--- config.mk ---
export PLATFORM = sky130hd
export DESIGN_NAME = aibcr3aux_por_seq
export DESIGN_NICKNAME = d
export VERILOG_FILES = /design/src/rtl/aibcr3aux_porseq_pkg.sv /design/src/rtl/aibcr3aux_sync_deb.sv /design/src/rtl/aibcr3aux_por_seq.sv
export SDC_FILE = /design/constraint.sdc
export NUM_CORES = 1
export LEC_CHECK = 0
export ABC_AREA = 1
export BUFFER_PORTS_ARGS = -buffer_cell sky130_fd_sc_hd__buf_2
export CAP_MARGIN = 20
export CORE_MARGIN = 2
export CORE_UTILIZATION = 63
export DETAILED_ROUTE_END_ITERATION = 10
export PLACE_DENSITY = 0.91
export SETUP_SLACK_MARGIN = 0.15
export SYNTH_ARGS = -nofsm -noshare
export SYNTH_HDL_FRONTEND = slang
export SYNTH_SLANG_ARGS = --single-unit
export TNS_END_PERCENT = 1
--- constraint.sdc ---
create_clock -name osc_clk -period 3.7 [get_ports osc_clk]
set_input_delay 0.37 -clock osc_clk [delete_from_list [all_inputs] [get_ports osc_clk]]
set_output_delay 0.37 -clock osc_clk [all_outputs]
set_load 0.1 [all_outputs]
--- src/rtl/aibcr3aux_porseq_pkg.sv ---
// Shared types and widths for the AUX power-on-reset sequencer.
package aibcr3aux_porseq_pkg;

   typedef enum logic [1:0] {
      ST_IDLE     = 2'd0,
      ST_DETECT   = 2'd1,
      ST_HOLD     = 2'd2,
      ST_RELEASED = 2'd3
   } porseq_state_e;

   localparam int DEB_CNT_W  = 8;
   localparam int LOSS_CNT_W = 4;

endpackage

--- src/rtl/aibcr3aux_sync_deb.sv ---
// Multi-flop synchronizer followed by a level debouncer; the output toggles only
// after DEB_CYC consecutive synchronized samples that disagree with it.
module aibcr3aux_sync_deb
   import aibcr3aux_porseq_pkg::*;
#(
   parameter int SYNC_STAGES = 2,
   parameter int DEB_CYC     = 16
) (
   input  logic clk,
   input  logic rst_n,
   input  logic din,
   output logic dout
);

   localparam logic [DEB_CNT_W-1:0] DEB_LAST = DEB_CNT_W'(DEB_CYC - 1);

   logic [SYNC_STAGES-1:0] sync_q, sync_d;
   logic [DEB_CNT_W-1:0]   cnt_q, cnt_d;
   logic                   lvl_q, lvl_d;
   logic                   smp;

   always_comb begin
      sync_d = {sync_q[SYNC_STAGES-2:0], din};
      smp    = sync_q[SYNC_STAGES-1];
      cnt_d  = '0;
      lvl_d  = lvl_q;
      // Any agreeing sample restarts the run, so short glitches never accumulate.
      if (smp != lvl_q) begin
         if (cnt_q == DEB_LAST) begin
            lvl_d = ~lvl_q;
         end else begin
            cnt_d = cnt_q + DEB_CNT_W'(1);
         end
      end
   end

   always_ff @(posedge clk or negedge rst_n) begin
      if (!rst_n) begin
         sync_q <= '0;
         cnt_q  <= '0;
         lvl_q  <= 1'b0;
      end else begin
         sync_q <= sync_d;
         cnt_q  <= cnt_d;
         lvl_q  <= lvl_d;
      end
   end

   assign dout = lvl_q;

endmodule

--- src/rtl/aibcr3aux_por_seq.sv ---
// Leader-side AUX dn_por sequencer: waits for power-good and a debounced partner
// detect, holds por for HOLD_CYC cycles, then releases. AIBCR3AUX_PORSEQ_STATUS_EN adds loss_cnt.
module aibcr3aux_por_seq
   import aibcr3aux_porseq_pkg::*;
#(
   parameter int SYNC_STAGES = 2,
   parameter int DEB_CYC     = 16,
   parameter int HOLD_CYC    = 1024,
   parameter int CNT_W       = 11
) (
   input  logic       osc_clk,
   input  logic       rstb,
   input  logic       crdet_in,
   input  logic       pwr_ok_vccl,
   input  logic       pwr_ok_vcchssi,
   input  logic       csr_por_force,
`ifdef AIBCR3AUX_PORSEQ_STATUS_EN
   input  logic       csr_loss_clr,
   output logic [3:0] loss_cnt,
`endif
   output logic       por_to_pad,
   output logic       por_txen,
   output logic       dev_present,
   output logic       link_up,
   output logic [1:0] seq_state
);

   localparam logic [CNT_W-1:0] HOLD_LAST = CNT_W'(HOLD_CYC - 1);

   logic [SYNC_STAGES-1:0] vccl_sync_q, vccl_sync_d;
   logic [SYNC_STAGES-1:0] hssi_sync_q, hssi_sync_d;
   logic                   pwr_ok;
   logic                   dev_det;

   porseq_state_e          state_q, state_d;
   logic [CNT_W-1:0]       hold_cnt_q, hold_cnt_d;
   logic                   por_to_pad_q, por_to_pad_d;
   logic                   por_txen_q, por_txen_d;
   logic                   link_up_q, link_up_d;

   aibcr3aux_sync_deb #(
      .SYNC_STAGES (SYNC_STAGES),
      .DEB_CYC     (DEB_CYC)
   ) u_crdet_deb (
      .clk   (osc_clk),
      .rst_n (rstb),
      .din   (crdet_in),
      .dout  (dev_det)
   );

   // Power-good is only synchronized; a drop must take the link down at once.
   always_comb begin
      vccl_sync_d = {vccl_sync_q[SYNC_STAGES-2:0], pwr_ok_vccl};
      hssi_sync_d = {hssi_sync_q[SYNC_STAGES-2:0], pwr_ok_vcchssi};
      pwr_ok      = vccl_sync_q[SYNC_STAGES-1] & hssi_sync_q[SYNC_STAGES-1];
   end

   always_comb begin
      state_d = state_q;
      if (!pwr_ok) begin
         state_d = ST_IDLE;
      end else if (!dev_det || csr_por_force) begin
         state_d = ST_DETECT;
      end else begin
         unique case (state_q)
            ST_IDLE:     state_d = ST_DETECT;
            ST_DETECT:   state_d = ST_HOLD;
            ST_HOLD:     state_d = (hold_cnt_q == HOLD_LAST) ? ST_RELEASED : ST_HOLD;
            ST_RELEASED: state_d = ST_RELEASED;
            default:     state_d = ST_IDLE;
         endcase
      end

      hold_cnt_d = hold_cnt_q;
      if (state_d == ST_HOLD) begin
         hold_cnt_d = (state_q == ST_HOLD) ? hold_cnt_q + CNT_W'(1) : '0;
      end

      // Outputs decode the next state so they move together with seq_state.
      por_to_pad_d = (state_d != ST_RELEASED);
      por_txen_d   = (state_d != ST_IDLE);
      link_up_d    = (state_d == ST_RELEASED);
   end

   always_ff @(posedge osc_clk or negedge rstb) begin
      if (!rstb) begin
         vccl_sync_q  <= '0;
         hssi_sync_q  <= '0;
         state_q      <= ST_IDLE;
         hold_cnt_q   <= '0;
         por_to_pad_q <= 1'b1;
         por_txen_q   <= 1'b0;
         link_up_q    <= 1'b0;
      end else begin
         vccl_sync_q  <= vccl_sync_d;
         hssi_sync_q  <= hssi_sync_d;
         state_q      <= state_d;
         hold_cnt_q   <= hold_cnt_d;
         por_to_pad_q <= por_to_pad_d;
         por_txen_q   <= por_txen_d;
         link_up_q    <= link_up_d;
      end
   end

`ifdef AIBCR3AUX_PORSEQ_STATUS_EN
   logic [LOSS_CNT_W-1:0] loss_cnt_q, loss_cnt_d;
   logic                  link_lost;

   always_comb begin
      link_lost  = (state_q == ST_RELEASED) && (state_d != ST_RELEASED);
      loss_cnt_d = loss_cnt_q;
      if (csr_loss_clr) begin
         loss_cnt_d = '0;
      end else if (link_lost && (loss_cnt_q != '1)) begin
         loss_cnt_d = loss_cnt_q + LOSS_CNT_W'(1);
      end
   end

   always_ff @(posedge osc_clk or negedge rstb) begin
      if (!rstb) begin
         loss_cnt_q <= '0;
      end else begin
         loss_cnt_q <= loss_cnt_d;
      end
   end

   assign loss_cnt = loss_cnt_q;
`endif

   assign por_to_pad  = por_to_pad_q;
   assign por_txen    = por_txen_q;
   assign dev_present = dev_det;
   assign link_up     = link_up_q;
   assign seq_state   = state_q;

endmodule
Word level (Yosys, flattened, before mapping)
Cells that the tools add are included.

Add/sub/neg operators: 2. Multipliers: 0. Div/mod/pow operators: 0. $lt $le $gt $ge: 0. Eq/ne operators: 9. Shift-type cells: 0. Muxes and demuxes: 7. Bitwise operators: 2. Reduce and logical (&&, ||, !) cells: 5.

Operator list (number): 2-to-1 mux 8 bit (2); adder 11 x 1 -> 11 bit (second input constant) (1); equality test 11 x 10 -> 1 bit (second input constant) (1); 2-to-1 mux 11 bit (1); adder 8 x 1 -> 8 bit (second input constant) (1); equality test 2 bit (second input constant) (4); equality test 8 x 4 -> 1 bit (second input constant) (1); one-hot mux 2 bit (4 select lines) (1); 2-to-1 mux 2 bit (2); equality test 2 x 1 -> 1 bit (second input constant) (1); logical NOT 2 bit (1); != test 2 bit (second input constant) (1); AND reduction 2 bit (1); nonzero test 2 bit (1); AND 1 bit (1); logical NOT 1 bit (1); logical OR 1 bit (1); 2-to-1 mux 1 bit (1); != test 1 bit (1); NOT 1 bit (1).

Flip-flop bits (word level): 31. Latch bits: 0. RAM bits: 0. ROM bits: 0. Memories: 0.

Depth between registers and ports, before layout
Gate-level depths: netlist of the first run.

Depth after elaboration: 6. Gate-level depth with buffers: 8. Depth with buffers taken out: 7.

Hierarchy
From an unflattened synthesis of the first run, not the netlist that was laid out.

Cell total of the unflattened synthesis: 188. Area total of the unflattened synthesis: 1539.0 sq um.

By module, submodules not included: aibcr3aux_por_seq (instances 1, cells each 127, area an instance 1028.5 sq um); aibcr3aux_sync_deb (instances 1, cells each 61, area an instance 510.5 sq um).

Worst setup path after synthesis of the first run
No wires, ideal clock.

Path kind: reg-to-reg. From: register u_crdet_deb.lvl_q, in the netlist u_crdet_deb.dout. To: register hold_cnt_q[7]. Setup time: 0.118 ns. Arrival time: 1.821 ns. Path slack: 1.761 ns. Stages on the path, launching flop included: 9. Buffers on the path: 1. Cell sequence: dfrtp_1 > inv_1 > nor2_1 > o21ai_2 > nor2_4 > nand3_4 > buf_12 > nand2_1 > o21ai_2.

Cells in the longest elaborated chain, start to end: 5.

Ends and longest elaborated chain: start, declared (RTL line aibcr3aux_sync_deb.sv:19) `logic lvl_q, lvl_d;`; start signal, assigned (RTL line aibcr3aux_sync_deb.sv:45) `lvl_q <= lvl_d;`; logical NOT 1 bit (RTL line aibcr3aux_por_seq.sv:62) `end else if (!dev_det || csr_por_force) begin`; logical OR 1 bit (RTL line aibcr3aux_por_seq.sv:62); 2-to-1 mux 2 bit (RTL line aibcr3aux_por_seq.sv:62); 2-to-1 mux 2 bit (RTL line aibcr3aux_por_seq.sv:60) `if (!pwr_ok) begin`; via state_d[1] (RTL line aibcr3aux_por_seq.sv:35) `porseq_state_e state_q, state_d;`; equality test 2 bit (RTL line aibcr3aux_por_seq.sv:75) `if (state_d == ST_HOLD) begin`; end signal, assigned (RTL line aibcr3aux_por_seq.sv:98) `hold_cnt_q <= hold_cnt_d;`; end, declared (RTL line aibcr3aux_por_seq.sv:36) `logic [CNT_W-1:0] hold_cnt_q, hold_cnt_d;`.

The timed path passes the listed nets, and every way through them passes these cells. A chain may end at the register's enable or synchronous reset.

Worst setup path in the final report of the first run
From: register hold_cnt_q[0]. To: register hold_cnt_q[2].

Cells in the longest elaborated chain, start to end: 6. Elaborated cells on any way between the ends: 8. Classes of those cells: add/sub (1); eq/ne (2); mux (5).

Ends and longest elaborated chain: equality test 11 x 10 -> 1 bit (RTL line aibcr3aux_por_seq.sv:68) `ST_HOLD: state_d = (hold_cnt_q == HOLD_LAST) ? ST_RELEASED : ST_HOLD;`; 2-to-1 mux 1 bit (RTL line aibcr3aux_por_seq.sv:68); one-hot mux 2 bit (4 select lines) (RTL line aibcr3aux_por_seq.sv:65) `unique case (state_q)`; 2-to-1 mux 2 bit (RTL line aibcr3aux_por_seq.sv:62); 2-to-1 mux 2 bit (RTL line aibcr3aux_por_seq.sv:60); equality test 2 bit (RTL line aibcr3aux_por_seq.sv:75).

Parallel ways exist; a longest one is shown, timed or not.

==> summary.md, run 1 <==
| Metric | Value |
|---|---|
| Outcome | `finished clean` |
| RSZ-0062 raised after global routing | `false` |
| GPL Wtd Cong | `0.884` |
| Top post-synthesis cells by area | `dfrtp_1 (48%), nand2_1 (9.5%), nand3_1 (7.3%)` |
| Setup violators final | `0` |
| Slew HR | `55.5%` |
| Post-CTS sizing | `0` |
| Yosys reg bits | `31` |
| I/O Buffers | `11` |
| Share of the synthesized area in the top cell type | `a little under half` |
| Worst Hold Class | `in2async` |
| CP max FO | `22` |
| Most common cell after layout, fill and taps aside | `nand2_1` |
| Worst r2r path cells | `7` |
| Fin crit period | `1.76 ns` |
| Crit path buf inv count | `1` |
| Total negative slack | `0 ns` |
| Synth warn | `0` |
| Largest delay share family, worst path | `simple AND/OR/NAND/NOR gates` |
| Leading area contributor after synthesis | `dfrtp_1` |
| Synth Instances | `approximately 180` |
| Netlist cell types | `23` |
| Tot Pwr | `0.565 mW` |
| RR Endpoint | `hold_cnt_q[2]$_DFFE_PN0N_` |
| CTS clock-pin slew for the worst setup and hold paths | `0.09 ns` |
| DRC Markers | `0` |
| Initial antenna violation count | `0` |
| CP Capture Type | `register` |
| Final hold viol count | `0` |
| Fin. max-slew vios | `0` |
| Syn_nets | `~180` |
| R2R Path Start | `hold_cnt_q[0]$_DFFE_PN0N_` |
| Crit path cell chain | `ha_1, inv_4, nor2_8, nand4_4, nand3_4, nand2_1, o21ai_2` |
| Die ar. | `0.00292 mm²` |
| Vias in the first global route | `1239` |
| Seq/Total Area, Yosys | `49.3%` |
| Slowest cell on the critical path | `dfrtp_1` |
| Avg Inst Size Synth | `8.96 µm²` |
| Initial Util | `64.8%` |
| GR Util All Layers | `about a quarter` |
| TritonRoute pass-1 iters | `4` |
| Arr. time, crit path | `2.02 ns` |
| CTS root buf | `clkbuf_4` |
| Fmax | `0.569 GHz` |
| DR WL/cell | `between 10 and 15 µm` |
| CTS buffer count | `5` |
| Crit path required time | `between 3 and 4 ns` |
| Syn Std Cell Area | `0.00158 mm²` |
| Commonest non-fill, non-tap cells in the layout | `nand2_1 (40), dfrtp_1 (30), nand3_1 (23)` |
| Avg Vias per Cell | `5.50` |
| Core area | `0.00243 mm²` |
| Diode count | `0` |
| CTS sink cnt | `31` |
| Number of setup buffers added after CTS | `0` |
| Die outline width | `54.0 µm` |
| CTS tree | `yes` |
| Hold-fix buffers at CTS | `0` |
| Largest net degree at the start of global routing | `32` |
| Slew @ Worst Pin | `between 0.6 and 0.7 ns` |
| Final WL | `3100 µm` |
| Max stage delay on crit path | `0.46 ns` |
| R2R Setup Slk | `1.94 ns` |
| First-pass GRT wire length | `5200 µm` |
| Share of post-route cells with drive strength above 1 | `25.0%` |
| H-tree depth | `2` |
| Nets | `about 200` |
| Dpl cell area | `about 0.0016 mm²` |
| Worst skew pair latency | `0.34 ns` |
| LEAKAGE | `0.821 nW` |
| Max Cap Violations | `0` |
| Area Overhead vs Synth | `6.19%` |
| Maximum clock path buffer count | `2` |
| CP Class | `reg2reg` |
| Overflow after GRT | `0` |
| Worst vdd ir | `238 µV` |
| Detail Placement HPWL | `2230 µm` |
| Worst Skew | `0.00320 ns` |
| DRT iter0 DRCs | `25` |
| IO Pins | `12` |
| Chip height | `between 50 and 60 µm` |
| Rows | `18` |
| Routed Antenna Nets | `0` |
| Crit share post-route | `a little under half` |
| Startpoint types | `register` |
| Worst hold slack | `0.0545 ns` |
| Power Dens Cells | `338 mW/mm²` |
| Vias | `1221` |
| Finished Cell Area | `0.00167 mm²` |
## Yosys cell counts (all sizes together)
master and count:
nand4 3, nand2 46, xor2 1, or2 3
o21ai 15, nand3 24, buf 3, nor2 24
a21oi 3, dfrtp 30, a21o 1, inv 20
dfstp 1, ha 2
## flip-flops by register name, indices dropped and copies added (netlist names)
name                cells
u_crdet_deb.sync_q      2
hold_cnt_q             11
seq_state               2
u_crdet_deb.dout        1
u_crdet_deb.cnt_q       8
hssi_sync_q             2
por_txen                1
link_up                 1
por_to_pad              1
vccl_sync_q             2
## per-layer routing
| layer | part of all wire [%] | routed length (µm) | track usage [%] |
|---|---|---|---|
| met1 | 42 | 1300 | 28.4 |
| met2 | 52 | 1610 | 44.5 |
| met3 | 4.2 | 129 | 9.17 |
| met4 | 2.2 | 67 | 11.7 |
| met5 | 0 | 0 | 0 |
## cell type report
class,instances,area (µm²)
flip-flops and latches,31,777
clock inverters,1,5.00
repair buffers,11,55.1
clock buffers,7,45.0
well taps,30,37.5
fillers,187,758
inverters,20,77.6
multi-input cells,122,677
## worst max-delay path by stage
| stage | start | to | slack (ns) | cells past startpoint |
|---|---|---|---|---|
| 5_1_grt | hold_cnt_q[0]$_DFFE_PN0N_ | hold_cnt_q[2]$_DFFE_PN0N_ | 1.85 | 7 |
| 3_3_place_gp | hold_cnt_q[0]$_DFFE_PN0N_ | hold_cnt_q[3]$_DFFE_PN0N_ | 2.12 | 7 |
| 6_report | hold_cnt_q[0]$_DFFE_PN0N_ | hold_cnt_q[2]$_DFFE_PN0N_ | 1.94 | 7 |
| 4_1_cts | hold_cnt_q[0]$_DFFE_PN0N_ | hold_cnt_q[2]$_DFFE_PN0N_ | 1.95 | 7 |
| 2_1_floorplan | u_crdet_deb.dout$_DFFE_PN0P_ | hold_cnt_q[7]$_DFFE_PN0N_ | 1.76 | 8 |
| 3_5_place_dp | hold_cnt_q[0]$_DFFE_PN0N_ | hold_cnt_q[2]$_DFFE_PN0N_ | 1.98 | 7 |
## power by group
part | switching (mW) | internal, mW | total [mW]
clock network | 0.114 | 0.0738 | 0.188
registers | 0.00448 | 0.346 | 0.350
logic | 0.0215 | 0.00573 | 0.0272
total | 0.140 | 0.425 | 0.565
## metrics by stage
stage	std cells	util [%]	worst slack, ns
after global routing	222	68.8	1.85
after global placement	214	66.8	2.12
final	222	68.8	1.94
after floorplan	176	-	1.76
after CTS	222	68.8	1.95
after detailed placement	214	66.8	1.98
## cells by family (layout without fill, tap and decap cells)
| logic type | after synthesis | in the layout | synth area share (%) |
|---|---|---|---|
| buffers and inverters | 23 | 39 | 7.78 |
| DFF | 31 | 31 | 49.3 |
| and+or+nand+nor | 100 | 100 | 31.7 |
| AOI/OAI and AO/OA | 19 | 19 | 9.13 |
| adders and majority gates | 2 | 2 | 1.59 |
| xor gates and xnor gates | 1 | 1 | 0.556 |
## worst reg2reg max path, delay by kind of cell, from the launching register on
kind / cells / cell delay [ns]
simple gates: 4 / 0.72
fa+ha+maj: 1 / 0.34
buf+inv: 1 / 0.08
flops: 1 / 0.46
compound gates: 1 / 0.08
Power figures use the tool's default switching activity.
==> inputs of run 2 (changes only) <==
--- a/config.mk
+++ b/config.mk
@@ -5,13 +5,13 @@
 export SDC_FILE = /design/constraint.sdc
 export NUM_CORES = 1
 export LEC_CHECK = 0
-export ABC_AREA = 1
+export ABC_AREA = 0
 export BUFFER_PORTS_ARGS = -buffer_cell sky130_fd_sc_hd__buf_2
 export CAP_MARGIN = 20
 export CORE_MARGIN = 2
-export CORE_UTILIZATION = 63
+export CORE_UTILIZATION = 52
 export DETAILED_ROUTE_END_ITERATION = 10
-export PLACE_DENSITY = 0.91
+export PLACE_DENSITY = 0.82
 export SETUP_SLACK_MARGIN = 0.15
 export SYNTH_ARGS = -nofsm -noshare
 export SYNTH_HDL_FRONTEND = slang
==> constraint.sdc (replaced) <==
create_clock -name osc_clk -period 1.5 [get_ports osc_clk]
set_input_delay 0.15 -clock osc_clk [delete_from_list [all_inputs] [get_ports osc_clk]]
set_output_delay 0.15 -clock osc_clk [all_outputs]
set_load 0.1 [all_outputs]
==> summary.md, run 2 <==
| Metric | Value |
|---|---|
| Outcome | `finished, violations left` |
| Violated checks | `negative setup slack` |
| Initial antenna violation count | `0 (unchanged)` |
| Worst Skew | `0.0149 ns (+0.0117 ns)` |
| Fin. max-slew vios | `0 (unchanged)` |
| Power Dens Cells | `789 mW/mm² (+130%)` |
| Seq pwr share | `57.0% (-4.9 points)` |
| Setup slack after layout | `-0.0184 ns (-1.96 ns)` |
| CTS root buf | `clkbuf_4` |
| CTS clock-pin slew for the worst setup and hold paths | `0.10 ns (about the same)` |
| RR Endpoint | `hold_cnt_q[1]$_DFFE_PN0N_` |
| Cells after DPL | `188 (-12%)` |
| Seq/Total Area, Yosys | `52.9% (+3.6 points)` |
| CP Capture Type | `register` |
| Syn_nets | `143 (-22%)` |
| Final design utilization | `70.9% (+2.1 points)` |
| Total negative slack | `-0.0314 ns (-0.0314 ns)` |
| Tot Pwr | `1.52 mW (+170%)` |
| Fin crit period | `1.52 ns (-0.239 ns)` |
| Critical Path Source | `hold_cnt_q[0]$_DFFE_PN0N_` |
| Largest register FFs | `11 (unchanged)` |
| CP max FO | `5 (-77%)` |
| Routed Antenna Nets | `0 (unchanged)` |
| Startpoint types | `register` |
| Die outline width | `57.2 µm (+5.8%)` |
| Nets | `179 (-10%)` |
| Diode count | `0 (unchanged)` |
| Largest delay share family, worst path | `compound AO/OA/AOI/OAI gates` |
| Syn Std Cell Area | `0.00147 mm² (-6.7%)` |
| Max stage delay on crit path | `0.41 ns (-0.05 ns)` |
| TritonRoute pass-1 iters | `6 (+2)` |
| CTS tree | `yes` |
| Leading area contributor after synthesis | `dfrtp_1` |
| Fmax | `0.659 GHz (+16%)` |
| DR WL/cell | `14.9 µm (+6.6%)` |
| Maximum clock path buffer count | `2 (unchanged)` |
| Worst hold slack | `0.0828 ns (+0.0282 ns)` |
| Dominant synthesized flop cell | `dfrtp_1` |
| Post-route insts no fill | `203 (-8.6%)` |
| Max Cap Violations | `0 (unchanged)` |
| Top reg by flops | `hold_cnt_q` |
| Avg Vias per Cell | `5.68 (+3.3%)` |
| Vias in the first global route | `1201 (-3.1%)` |
| Final hold viol count | `0 (unchanged)` |
| Crit path to | `hold_cnt_q[1]$_DFFE_PN0N_` |
| Worst Hold Class | `in2reg` |
| Share of post-route cells with drive strength above 1 | `35.5% (+10 points)` |
| H-tree depth | `2 (unchanged)` |
| Worst vdd ir | `711 µV (+200%)` |
| Arr. time, crit path | `1.73 ns (-0.29 ns)` |
| Core area | `0.00271 mm² (+11%)` |
| Crit path cell chain | `ha_4, nand3b_4, o31ai_4, nor2_1, a221o_1` |
| List of most frequent post-synthesis cells | `dfrtp_1 (30), nand2_1 (16), nor2_1 (14)` |
| RSZ-0062 raised after global routing | `true` |
| Chip height | `57.2 µm (+5.8%)` |
| Largest net degree at the start of global routing | `32 (unchanged)` |
| Most common cell after layout, fill and taps aside | `dfrtp_1` |
| GPL Wtd Cong | `0.894 (+1.1%)` |
| DRC Markers | `0 (unchanged)` |
| Yosys reg bits | `31 (unchanged)` |
| Crit share post-route | `101% (+54 points)` |
| Worst skew pair latency | `0.34 ns (about the same)` |
| Slowest cell on the critical path | `dfrtp_1` |
| Clk network pwr share | `36.2% (+2.9 points)` |
| Synth warn | `0 (unchanged)` |
| CTS buffer count | `5 (unchanged)` |
| Top post-synthesis cells by area | `dfrtp_1 (51%), mux2i_1 (4.1%), nand2_1 (4.1%)` |
| Commonest non-fill, non-tap cells in the layout | `dfrtp_1 (27), buf_4 (16), nand2_1 (15)` |
| Crit path buf inv count | `0 (-1)` |
| Overflow after GRT | `0 (unchanged)` |
| Async SR Flop Fraction | `100% (unchanged)` |
| Setup violators final | `2 (+2)` |
| Area Overhead vs Synth | `30.7%` |
| Sw Ratio | `23.1% (-1.6 points)` |
| IO Pins | `12 (unchanged)` |
| R2R Setup Slk | `-0.02 ns (-1.96 ns)` |
| Die ar. | `0.00327 mm² (+12%)` |
| LEAKAGE | `0.882 nW (+7.4%)` |
| Finished Cell Area | `0.00192 mm² (+15%)` |
| Filler cells | `191 (+2.1%)` |
| Rows | `19 (+1)` |
| Final WL | `3030 µm (-2.5%)` |
| Worst r2r path cells | `5 (-2)` |
| I/O Buffers | `11 (unchanged)` |
| Slew HR | `55.3% (-0.17 points)` |
| Comb pwr share | `6.8% (+2.0 points)` |
| Dpl cell area | `0.00170 mm² (+4.9%)` |
| First-pass GRT wire length | `5120 µm (-1.6%)` |
| Synth Instances | `135 (-23%)` |
| Share of the synthesized area in the top cell type | `51.1% (+3.4 points)` |
| Crit path required time | `1.72 ns (-2.25 ns)` |
| Initial Util | `54.2% (-11 points)` |
| Top-count cell post-synth | `dfrtp_1` |
| Number of flops mapped to enable cells by yosys | `0 (unchanged)` |
| Placement Setup Slack | `-0.0711 ns (-2.05 ns)` |
| Biggest regs | `hold_cnt_q: 11 flops, u_crdet_deb.cnt_q: 8 flops` |
| CTS sink cnt | `31 (unchanged)` |
| Netlist cell types | `38 (+65%)` |
| Avg Inst Size Synth | `10.9 µm² (+22%)` |
| GR Util All Layers | `20.6% (-5.3 points)` |
| CP Class | `reg2reg` |
| DRT iter0 DRCs | `27 (+8.0%)` |
| R2R Path Start | `hold_cnt_q[0]$_DFFE_PN0N_` |
| Vias | `1153 (-5.6%)` |
| Pint | `1.17 mW (+170%)` |
| WP depth | `5 (-2)` |
| Detail Placement HPWL | `2010 µm (-9.9%)` |
| Slew @ Worst Pin | `0.671 ns (+0.00254 ns)` |
| Switching Power | `0.351 mW (+150%)` |
## run 2: kinds of logic after synthesis
| kind of cell | synth area share (%) |
|---|---|
| AO/OA/AOI/OAI | 11.5 |
| XOR/XNOR | 4.17 |
| AND/OR/NAND/NOR | 22.0 |
| adder cells (fa/ha/maj) | 1.70 |
| buffers and inverters | 2.89 |
| multiplexers | 4.85 |
| flip-flops | 52.9 |
## run 2: worst min-delay path, stage by stage
cell and delay [ns]:
buf_2 0.11, inv_1 0.04, a31oi_1 0.08
## run 2: per-layer routing
| metal | vias to the layer above | part of all wire [%] | GRT usage (%) |
|---|---|---|---|
| met5 | - | 0 | 0 |
| met4 | 0 | 1.3 | 11.0 |
| met3 | 6 | 4.0 | 5.90 |
| met2 | 26 | 48 | 32.0 |
| met1 | 575 | 47 | 26.1 |
| li1 | 546 | - | - |
## run 2: worst min-delay path by stage
stage                   from                        endpoint  cells past startpoint
6_report       csr_por_force          seq_state[0]$_DFF_PN0_                      3
4_1_cts        csr_por_force          seq_state[0]$_DFF_PN0_                      3
5_1_grt        csr_por_force          seq_state[0]$_DFF_PN0_                      3
3_3_place_gp            rstb  u_crdet_deb.cnt_q[4]$_DFF_PN0_                      1
2_1_floorplan           rstb       hold_cnt_q[0]$_DFFE_PN0N_                      0
3_5_place_dp            rstb               link_up$_DFF_PN0_                      1
## run 2: timing repair
action | CTS | global route
hold buffers | 4 | 0
buffers inserted | 2 | 1
gates resized for setup | 12 | 10
hold endpoints to repair | 33 | 0
pin swaps | 10 | 5
endpoints found under the setup margin | 16 | 22
## run 2: cell type report
class / instances / area, µm² / share of cell area, %
Timing Repair Buffer: 32 / 264 / 13.7
Sequential cell: 31 / 786 / 40.9
Tap cell: 31 / 38.8 / 2.02
Inverter: 8 / 30.0 / 1.56
Clock buffer: 8 / 68.8 / 3.58
Multi-Input combinational cell: 93 / 734 / 38.2
## run 2: power by group through the flow
stage	Sequential, mW	Combinational [mW]	Clock [mW]
after detailed placement	0.881	0.0856	0
after CTS	0.864	0.101	0.556
final	0.864	0.103	0.549
after global placement	0.880	0.0832	0
after floorplan	0.900	0.0279	0
after global routing	0.868	0.114	0.589
